<file path="src/rtl/score_pkg.sv">
// ---------------------------------------------------------------------------
// score_pkg
// Shared constants and state encoding for the score accumulator slice.
//   SCORE_DIGITS  : number of BCD digits held in the score
//   SCORE_MAX_BCD : saturation value of the BCD score
//   COUNT_W       : width of the hit / miss totals
//   COMBO_W       : width of the consecutive-hit counter
//   acc_state_t   : IDLE (nothing queued) / SERVE (events pending)
// ---------------------------------------------------------------------------
package score_pkg;

    localparam int          SCORE_DIGITS  = 4;
    localparam logic [15:0] SCORE_MAX_BCD = 16'h9999;
    localparam int          COUNT_W       = 10;
    localparam int          COMBO_W       = 8;

    typedef enum logic {
        IDLE  = 1'b0,
        SERVE = 1'b1
    } acc_state_t;

endpackage

</file>
<file path="src/rtl/score_accumulator_if.sv">
// ---------------------------------------------------------------------------
// score_accumulator_if
// Bundles the lane event levels coming from the pattern instances, the
// game-over freeze, and the scoreboard outputs consumed by placar.
//   freeze   : game over, discards pending and new events
//   ponto    : per-lane hit level
//   trocar   : per-lane note-advance level
//   display  : {multiplier BCD, 4-digit BCD score}
//   hits     : saturating hit total
//   misses   : saturating miss total
//   busy     : events still queued
// master = event/producer side, slave = the accumulator.
// ---------------------------------------------------------------------------
interface score_accumulator_if #(
    parameter int N_LANES = 4
);
    import score_pkg::*;

    logic               freeze;
    logic [N_LANES-1:0] ponto;
    logic [N_LANES-1:0] trocar;
    logic [19:0]        display;
    logic [COUNT_W-1:0] hits;
    logic [COUNT_W-1:0] misses;
    logic               busy;

    modport master (
        output freeze, ponto, trocar,
        input  display, hits, misses, busy
    );

    modport slave (
        input  freeze, ponto, trocar,
        output display, hits, misses, busy
    );

endinterface

</file>
<file path="src/rtl/bcd_sat_add4.sv">
// ---------------------------------------------------------------------------
// bcd_sat_add4
// Combinational 4-digit BCD adder with a single-digit addend. A carry out
// of the most significant digit means the true sum exceeds 9999, so the
// result pins at 9999 instead of wrapping.
//   bcd_in  : 16-bit BCD operand
//   addend  : 0..9, added to the least significant digit
//   bcd_sum : saturated 16-bit BCD result
// ---------------------------------------------------------------------------
module bcd_sat_add4
    import score_pkg::*;
(
    input  logic [15:0] bcd_in,
    input  logic [3:0]  addend,
    output logic [15:0] bcd_sum
);

    logic [15:0] raw_sum;
    logic        carry;
    logic [4:0]  digit_sum;

    // Ripple the decimal carry digit by digit, starting with the addend.
    always_comb begin
        raw_sum   = '0;
        carry     = 1'b0;
        digit_sum = '0;
        for (int d = 0; d < SCORE_DIGITS; d++) begin
            if (d == 0) begin
                digit_sum = {1'b0, bcd_in[3:0]} + {1'b0, addend};
            end else begin
                digit_sum = {1'b0, bcd_in[d*4 +: 4]} + {4'b0000, carry};
            end
            if (digit_sum > 5'd9) begin
                raw_sum[d*4 +: 4] = 4'(digit_sum - 5'd10);
                carry             = 1'b1;
            end else begin
                raw_sum[d*4 +: 4] = digit_sum[3:0];
                carry             = 1'b0;
            end
        end
        bcd_sum = carry ? SCORE_MAX_BCD : raw_sum;
    end

endmodule

</file>
<file path="src/rtl/score_accumulator.sv">
// ---------------------------------------------------------------------------
// score_accumulator
// Receives per-lane hit (ponto) and note-advance (trocar) levels, turns
// their rising edges into queued hit/miss events and serves one event per
// CLOCK_25 cycle, lowest lane first, hits before misses. Keeps a combo
// counter and multiplier, a saturating BCD score and hit/miss totals.
//   CLOCK_25 : system clock
//   reset    : synchronous, active-high, clears all state
//   bus      : slave side of score_accumulator_if (events in, scoreboard out)
// ---------------------------------------------------------------------------
module score_accumulator
    import score_pkg::*;
#(
    parameter int N_LANES    = 4,
    parameter int COMBO_STEP = 8,
    parameter int MAX_MULT   = 4
)(
    input  logic                CLOCK_25,
    input  logic                reset,
    score_accumulator_if.slave  bus
);

    acc_state_t         state_q, state_d;

    logic [N_LANES-1:0] prev_ponto_q, prev_trocar_q;
    logic [N_LANES-1:0] hit_flag_q, hit_flag_d;
    logic [N_LANES-1:0] hit_pend_q, hit_pend_d;
    logic [N_LANES-1:0] miss_pend_q, miss_pend_d;

    logic [15:0]        score_q;
    logic [15:0]        score_sum;
    logic [3:0]         mult_q, mult_next;
    logic [COMBO_W-1:0] combo_q, combo_inc;
    logic [COUNT_W-1:0] hits_q, misses_q;

    logic [N_LANES-1:0] rise_p, rise_t;
    logic [N_LANES-1:0] hit_cap, miss_cap;
    logic [N_LANES-1:0] hit_sel, miss_sel;
    logic               serve_hit, serve_miss;
    logic               found;
    int                 mult_calc;

    bcd_sat_add4 u_add (
        .bcd_in  (score_q),
        .addend  (mult_q),
        .bcd_sum (score_sum)
    );

    // State register.
    always_ff @(posedge CLOCK_25) begin
        if (reset) begin
            state_q <= IDLE;
        end else begin
            state_q <= state_d;
        end
    end

    // Edge detection, capture, arbitration and next state. Service only
    // looks at already-registered pending bits, so a freshly captured
    // event is never served on its capture edge. A rise on a lane whose
    // pending bit was already set is absorbed, even if that bit is being
    // served on the same edge.
    always_comb begin
        rise_p = bus.ponto  & ~prev_ponto_q;
        rise_t = bus.trocar & ~prev_trocar_q;

        hit_cap  = '0;
        miss_cap = '0;
        hit_flag_d = hit_flag_q;
        if (!bus.freeze) begin
            hit_cap    = rise_p;
            miss_cap   = rise_t & ~hit_flag_q & ~rise_p;
            hit_flag_d = (hit_flag_q | rise_p) & ~rise_t;
        end

        hit_sel  = '0;
        miss_sel = '0;
        found    = 1'b0;
        if (state_q == SERVE && !bus.freeze) begin
            for (int i = 0; i < N_LANES; i++) begin
                if (hit_pend_q[i] && !found) begin
                    hit_sel[i] = 1'b1;
                    found      = 1'b1;
                end
            end
            for (int i = 0; i < N_LANES; i++) begin
                if (miss_pend_q[i] && !found) begin
                    miss_sel[i] = 1'b1;
                    found       = 1'b1;
                end
            end
        end
        serve_hit  = |hit_sel;
        serve_miss = |miss_sel;

        if (bus.freeze) begin
            hit_pend_d  = '0;
            miss_pend_d = '0;
        end else begin
            hit_pend_d  = (hit_pend_q  & ~hit_sel)  | (hit_cap  & ~hit_pend_q);
            miss_pend_d = (miss_pend_q & ~miss_sel) | (miss_cap & ~miss_pend_q);
        end

        state_d = (|{hit_pend_d, miss_pend_d}) ? SERVE : IDLE;

        combo_inc = (combo_q == '1) ? combo_q : combo_q + 1'b1;
        mult_calc = 1 + int'(combo_inc) / COMBO_STEP;
        if (mult_calc > MAX_MULT) begin
            mult_calc = MAX_MULT;
        end
        mult_next = 4'(mult_calc);
    end

    // Event capture and scoring datapath. The point value added on a hit
    // is the multiplier before this hit's combo increment.
    always_ff @(posedge CLOCK_25) begin
        if (reset) begin
            prev_ponto_q  <= '0;
            prev_trocar_q <= '0;
            hit_flag_q    <= '0;
            hit_pend_q    <= '0;
            miss_pend_q   <= '0;
            score_q       <= '0;
            mult_q        <= 4'd1;
            combo_q       <= '0;
            hits_q        <= '0;
            misses_q      <= '0;
        end else begin
            prev_ponto_q  <= bus.ponto;
            prev_trocar_q <= bus.trocar;
            hit_flag_q    <= hit_flag_d;
            hit_pend_q    <= hit_pend_d;
            miss_pend_q   <= miss_pend_d;
            if (serve_hit) begin
                score_q <= score_sum;
                combo_q <= combo_inc;
                mult_q  <= mult_next;
                if (hits_q != '1) begin
                    hits_q <= hits_q + 1'b1;
                end
            end else if (serve_miss) begin
                combo_q <= '0;
                mult_q  <= 4'd1;
                if (misses_q != '1) begin
                    misses_q <= misses_q + 1'b1;
                end
            end
        end
    end

    assign bus.display = {mult_q, score_q};
    assign bus.hits    = hits_q;
    assign bus.misses  = misses_q;
    assign bus.busy    = (state_q == SERVE);

endmodule

</file>
<file path="src/flat_wrapper.sv">
// flat-port wrapper written by rule: the top's interface ports become plain ports
module score_accumulator_flat import score_pkg::*;
#(
    parameter int N_LANES    = 4,
    parameter int COMBO_STEP = 8,
    parameter int MAX_MULT   = 4
)
  (CLOCK_25, reset, bus_freeze, bus_ponto, bus_trocar, bus_display, bus_hits, bus_misses, bus_busy);
  score_accumulator_if #(.N_LANES(N_LANES)) bus_i ();
  input  logic CLOCK_25;
  input  logic reset;
  input wire logic [$bits(bus_i.freeze)-1:0] bus_freeze;
  input wire logic [$bits(bus_i.ponto)-1:0] bus_ponto;
  input wire logic [$bits(bus_i.trocar)-1:0] bus_trocar;
  output wire logic [$bits(bus_i.display)-1:0] bus_display;
  output wire logic [$bits(bus_i.hits)-1:0] bus_hits;
  output wire logic [$bits(bus_i.misses)-1:0] bus_misses;
  output wire logic [$bits(bus_i.busy)-1:0] bus_busy;
  assign bus_i.freeze = bus_freeze;
  assign bus_i.ponto = bus_ponto;
  assign bus_i.trocar = bus_trocar;
  assign bus_display = bus_i.display;
  assign bus_hits = bus_i.hits;
  assign bus_misses = bus_i.misses;
  assign bus_busy = bus_i.busy;
  score_accumulator #(.N_LANES(N_LANES), .COMBO_STEP(COMBO_STEP), .MAX_MULT(MAX_MULT)) u_core (.CLOCK_25(CLOCK_25), .reset(reset), .bus(bus_i));
endmodule
</file>
<file path="config.mk">
export PLATFORM = sky130hd
export DESIGN_NAME = score_accumulator_flat
export DESIGN_NICKNAME = d
export VERILOG_FILES = /design/src/rtl/score_pkg.sv /design/src/rtl/score_accumulator_if.sv /design/src/rtl/bcd_sat_add4.sv /design/src/rtl/score_accumulator.sv /design/src/flat_wrapper.sv
export SDC_FILE = /design/constraint.sdc
export NUM_CORES = 1
export LEC_CHECK = 0
export ABC_AREA = 1
export BUFFER_PORTS_ARGS = -buffer_cell sky130_fd_sc_hd__buf_4
export CAP_MARGIN = 20
export CORE_MARGIN = 10
export CORE_UTILIZATION = 40
export CTS_CLUSTER_SIZE = 14
export DETAILED_ROUTE_END_ITERATION = 16
export SLEW_MARGIN = 5
export SYNTH_ARGS = -nofsm -noshare
export SYNTH_HDL_FRONTEND = slang
export SYNTH_SLANG_ARGS = --single-unit
</file>
<file path="constraint.sdc">
create_clock -name CLOCK_25 -period 8.6 [get_ports CLOCK_25]
set_input_delay 1.29 -clock CLOCK_25 [delete_from_list [all_inputs] [get_ports CLOCK_25]]
set_output_delay 1.29 -clock CLOCK_25 [all_outputs]
set_load 0.01 [all_outputs]
</file>
* Word level (Yosys, flattened, before mapping)
Cells that the tools add are included.
** Storage, ports and cells
- Register bits after elaboration :: 69
- Input port bits :: 11
- Logic and storage cells :: 121
** Operators by class
- Reductions and logical operators :: 23
- $lt $le $gt $ge :: 5
- Bitwise gates (word level) :: 22
- Multiplexer cells :: 43
- $add $sub $neg :: 12
- Equal/unequal tests :: 4
** Operators with widths (count)
- 4-bit 2-to-1 mux :: 13
- 4-bit bitwise AND :: 9
- 4-bit inverter :: 9
- 1-bit 2-to-1 mux :: 26
- 8-bit 2-to-1 mux :: 3
- 10-bit by 1-bit adder with 10-bit output (second input constant) :: 2
- 5-bit by 4-bit > comparator with 1-bit output (second input constant) :: 4
- 10-bit inequality test (second input constant) :: 2
- 16-bit 2-to-1 mux :: 1
- 4-bit subtractor (second input constant) :: 4
- 4-bit by 1-bit adder with 5-bit output :: 3
- 4-bit bitwise OR :: 3
- 8-bit by 1-bit adder with 8-bit output (second input constant) :: 1
- 8-bit equality test (second input constant) :: 1
- 1-bit logical AND :: 8
- 1-bit zero test :: 8
- 4-bit OR reduction :: 2
- 8-bit OR reduction :: 1
- 1-bit by 5-bit adder with 6-bit output (first input constant) :: 1
- 6-bit by 3-bit > comparator with 1-bit output (second input constant) :: 1
- 4-bit by 4-bit adder with 5-bit output :: 1
- 2-bit AND reduction :: 2
- 3-bit AND reduction :: 1
- 2-bit inequality test (second input constant) :: 1
- 2 further kinds :: 2

* Logic depth before layout (Yosys ltp)
- Word-level depth :: 37
- Mapped depth :: 27
- Depth with buffers taken out :: 27

* Modules after synthesis
From an unflattened synthesis, not the netlist that was laid out.
** Second synthesis, totals
- Cells, all modules :: 554
- Area, all modules :: 3923.8 µm²
** Modules (own cells, without submodules)
- score_accumulator :: times used 1, cells each 444, area each 3223.1 µm², seq. area each 1381.3 µm²
- bcd_sat_add4 :: times used 1, cells each 110, area each 700.7 µm², seq. area each 0.0 µm²

* Least setup slack after synthesis
No wires, ideal clock.
- Path type :: reg-to-reg
- Start point :: register u_core.score_q[0]
- End point :: register u_core.score_q[11]
- Stages on the path, launching flop included :: 26
- Setup slack :: 4.013 ns
- Buffers on the path :: 0
- Required time :: 8.514 ns
- Data arrival time :: 4.501 ns
- Path through :: dfxtp_1 > ha_1 > inv_1 > fa_1 > inv_1 > o21ai_0 > nand2_1 > ha_1 > ha_1 > xnor2_1 > nand2_1 > nand2_1 > nand2_1 > ha_1 > ha_1 > xnor2_1 > nand2_1 > nand2_1 > nand2_1 > ha_1 > ha_1 > xor2_1 > nor2_1 > o21ai_2 > inv_4 > a221oi_2
** Between the ends
- Word-level cells in the longest chain between the ends :: 13
- Elaborated cells on any way between the ends :: 15
- Classes of those cells :: add/sub (5); order compare (4); mux (6)
** RTL lines
- start, declared :: RTL line score_accumulator.sv:30 : logic [15:0] score_q;
- start signal, assigned :: RTL line score_accumulator.sv:135 : score_q <= score_sum;
- 4-bit by 4-bit adder with 5-bit output (*) :: RTL line bcd_sat_add4.sv:29 : digit_sum = {1'b0, bcd_in[3:0]} + {1'b0, addend};
- 5-bit by 4-bit > comparator with 1-bit output (*) :: RTL line bcd_sat_add4.sv:33 : if (digit_sum > 5'd9) begin
- 1-bit 2-to-1 mux (*) :: RTL line bcd_sat_add4.sv:33
- 4-bit by 1-bit adder with 5-bit output (*) :: RTL line bcd_sat_add4.sv:31 : digit_sum = {1'b0, bcd_in[d*4 +: 4]} + {4'b0000, carry};
- 5-bit by 4-bit > comparator with 1-bit output (*) :: RTL line bcd_sat_add4.sv:33
- 1-bit 2-to-1 mux (*) :: RTL line bcd_sat_add4.sv:33
- 4-bit by 1-bit adder with 5-bit output (*) :: RTL line bcd_sat_add4.sv:31
- 5-bit by 4-bit > comparator with 1-bit output :: RTL line bcd_sat_add4.sv:33
- 1-bit 2-to-1 mux :: RTL line bcd_sat_add4.sv:33
- 4-bit by 1-bit adder with 5-bit output :: RTL line bcd_sat_add4.sv:31
- 5-bit by 4-bit > comparator with 1-bit output :: RTL line bcd_sat_add4.sv:33
- 1-bit 2-to-1 mux :: RTL line bcd_sat_add4.sv:33
- 16-bit 2-to-1 mux (*) :: RTL line bcd_sat_add4.sv:41 : bcd_sum = carry ? SCORE_MAX_BCD : raw_sum;
Every way passes the cells marked *; elsewhere a longest branch is shown, timed or not.
A chain may end at the register's enable or synchronous reset.

* Final worst setup path
Same ends and word-level chain as after synthesis.

==> flow_summary_export.csv <==
group,metric,value,unit
logic_synthesis,synth-seq-cells,69,
finish,fill_cells,895,
finish,multiInputGateArea,0.00196,mm²
logic_synthesis,postSynthCellCount,501,
detailed_routing,totalWireLength,8360,µm
detailed_routing,drt_iter0_markers,139,
power,power.density,158,mW/mm²
timing,fin_hold_ws,0.476,ns
power,ir_drop,0.0892,mV
setup_path,crit_start,"u_core.score_q[0]$_SDFFE_PP0P_",
logic_synthesis,yosys_warnings,0,
setup_path,worst-path-buf-inv,3,
setup_path,arrival,5.44,ns
timing,skew,0.0135,ns
finish,final_cells,664,
detailed_routing,drc,0,
timing,hold_violations,0,
logic_synthesis,async_flop_share,0,
min_path,hold_path.startpoint,"u_core.hit_flag_q[1]$_SDFFE_PP0N_",
clocking,cts_tree,"done",
detailed_routing,ant_nets,0,
setup_path,slowest_delay,0.54,ns
finish,drive_gt1_frac,0.174,
setup_path,cp.depth,25,
logic_synthesis,synth_fp_nets,531,
placement,place_hpwl,6070,µm
clocking,path_clk_slew,0.08,ns
job,drv_cap,0,
logic_synthesis,synth_edf_count,0,
logic_synthesis,synth.distinct_cells,45,
floorplan,dieHeight,116,µm
power,totalPowerFinal,0.000690,W
floorplan,die_w,116,µm
clocking,hold_buffers,0,
finish,antenna_cells,0,
detailed_routing,vias_per_cell,5.00,
finish,seq_area,0.00138,mm²
global_route,grt_pass1_wl,14000,µm
global_route,grt_max_degree,54,
placement,gp_congestion,0.863,
timing,slew_headroom,0.599,
setup_path,cp-start-kind,"register",
timing,fmax,193,MHz
detailed_routing,via_count,3320,
setup_path,crit_slowest_cell,"fa_1",
detailed_routing,drtPass1Iterations,6,
clocking,cts_setup_buffers,0,
timing,drv_slew,0,
global_route,grt_overflow,0,
placement,dp.cells,648,
floorplan,core-area,0.00885,mm²
finish,finalCoreUtilization,0.492,
setup_path,path_delay_family,"adder cells",
clocking,htree_levels,3,
setup_path,end_kind,"register",
clocking,root_buffer,"clkbuf_8",
outcome,outcome,"complete, no violations",
global_route,grt_use_total,0.126,
power,p_leak,1.94,nW
logic_synthesis,synth_flop_cell,"dfxtp_1",
min_path,hold_path_class,"reg2reg",
timing,fin_crit,5.18,ns
timing,setup_violations,0,
setup_path,crit_fanout,9,
floorplan,design.die.area,0.0134,mm²
timing,setup_tns,0,ns
floorplan,rows,34,
clocking,cts_resized,0,
setup_path,timing_worst_setup_path_type,"reg2reg",
logic_synthesis,synth_seq_area_share,0.375,
detailed_routing,wire_per_inst,12.6,µm
timing,grt_setup_unrepaired,"false",
logic_synthesis,syn_area,0.00368,mm²
timing,worst_pin_slew,0.602,ns
timing,finalCritPeriodShare,0.602,
clocking,cts.sinks,69,
clocking,insertion_delay,0.34,ns
logic_synthesis,syn_avg_cell_area,7.35,µm²
detailed_routing,wl_met1,4080,µm
detailed_routing,dr.max_layer_used,"met4",
global_route,antenna_found_initial,0,
detailed_routing,dr_wl_met3,426,µm
global_route,grt_pass1_vias,3112,
setup_path,reg2regPathDepth,25,
min_path,hold_depth,2,
finish,nets,581,
clocking,cts_buffers,9,
clocking,clockBufferDepth,2,
placement,portBuffers,51,
setup_path,crit-reg2reg-launch,"u_core.score_q[0]$_SDFFE_PP0P_",
finish,area_growth,18.3,%
floorplan,initial_utilization,0.416,
detailed_routing,wl_met2,3690,µm
floorplan,io_pins,52,
setup_path,cp.required,8.86,ns
-- Yosys cell counts (3+ instances only) --
library cell | count | area (µm²)
a21oi_1 | 42 | 210
a221oi_1 | 3 | 26.3
clkbuf_1 | 7 | 26.3
dfxtp_1 | 69 | 1380
ha_1 | 18 | 225
inv_1 | 63 | 236
inv_2 | 4 | 15.0
nand2_1 | 102 | 383
nand2_2 | 5 | 31.3
nand3_1 | 42 | 210
nand4_1 | 8 | 50.1
nor2_1 | 47 | 176
nor2_2 | 3 | 18.8
nor3_1 | 5 | 25.0
nor4_1 | 4 | 25.0
o211ai_1 | 4 | 30.0
o21ai_0 | 18 | 90.1
o21ai_1 | 3 | 15.0
o221ai_1 | 5 | 43.8
xnor2_1 | 9 | 78.8
xor2_1 | 10 | 87.6
-- routing by layer --
layer / vias up / track usage
met1: 1489 / 0.159
met5: - / 0
met3: 15 / 0.0284
met4: 0 / 0.0626
li1: 1741 / -
met2: 75 / 0.198
-- worst register-to-register path: cells and delay by family, from the launching register on --
kind	cells	cell delay [ns]
adders and majority gates	8	2.04
AOI/OAI and AO/OA	3	0.94
and+or+nand+nor	8	0.84
xor gates and xnor gates	3	0.69
DFF	1	0.36
buffers and inverters	3	0.26
-- cells in the final DEF (no fill, tap or decap), drive strengths merged, types with 9 or more instances in the layout --
master  instances
inv            68
clkbuf         12
ha             18
a21oi          43
xor2           10
o21ai          23
buf            51
nand2         109
xnor2           9
nor2           51
dfxtp          69
nand3          44
-- sequential cells by signal (all words and copies together) (netlist names), 4 cells and up --
name,cells
u_core.score_q,16
u_core.bus.hits,10
u_core.bus.misses,10
u_core.combo_q,8
u_core.hit_flag_q,4
u_core.hit_pend_q,4
u_core.miss_pend_q,4
u_core.mult_q,4
u_core.prev_ponto_q,4
u_core.prev_trocar_q,4
-- area by class of cell --
class | count | share of cell area
clock inverters | 4 | 0.0161
flip-flops and latches | 69 | 0.317
inverters | 69 | 0.0612
clock buffers | 12 | 0.0356
repair buffers | 51 | 0.0879
multi-input cells | 351 | 0.451
well taps | 108 | 0.0310
-- where the power goes --
| part | internal, W | switching (W) | leakage, nW |
|---|---|---|---|
| sequential | 0.000328 | 0.00000667 | 0.561 |
| clock | 0.000178 | 0.000120 | 0.116 |
| combinational | 0.0000208 | 0.0000363 | 1.26 |
-- final timing paths --
kind                                                           to  slack [ns]
worst max-delay path              u_core.score_q[11]$_SDFFE_PP0P_        3.42
worst min-delay path            u_core.hit_flag_q[1]$_SDFFE_PP0N_        0.48
worst max register to register    u_core.score_q[11]$_SDFFE_PP0P_        3.42
worst min register to register  u_core.hit_flag_q[1]$_SDFFE_PP0N_        0.48
-- kinds of logic after synthesis --
kind of cell    share of synthesized area
fa+ha+maj                          0.0666
xor+xnor                           0.0452
simple gates                        0.286
flops                               0.375
compound gates                      0.136
buf+inv                            0.0911
-- stage by stage --
stage	cell area (µm²)	worst slack, ns
2_1_floorplan	3680	4.01
3_3_place_gp	4130	3.72
3_5_place_dp	4130	3.48
4_1_cts	4360	3.45
5_1_grt	4360	2.86
6_report	4360	3.42
No activity file was read; power rests on OpenSTA's default activity.
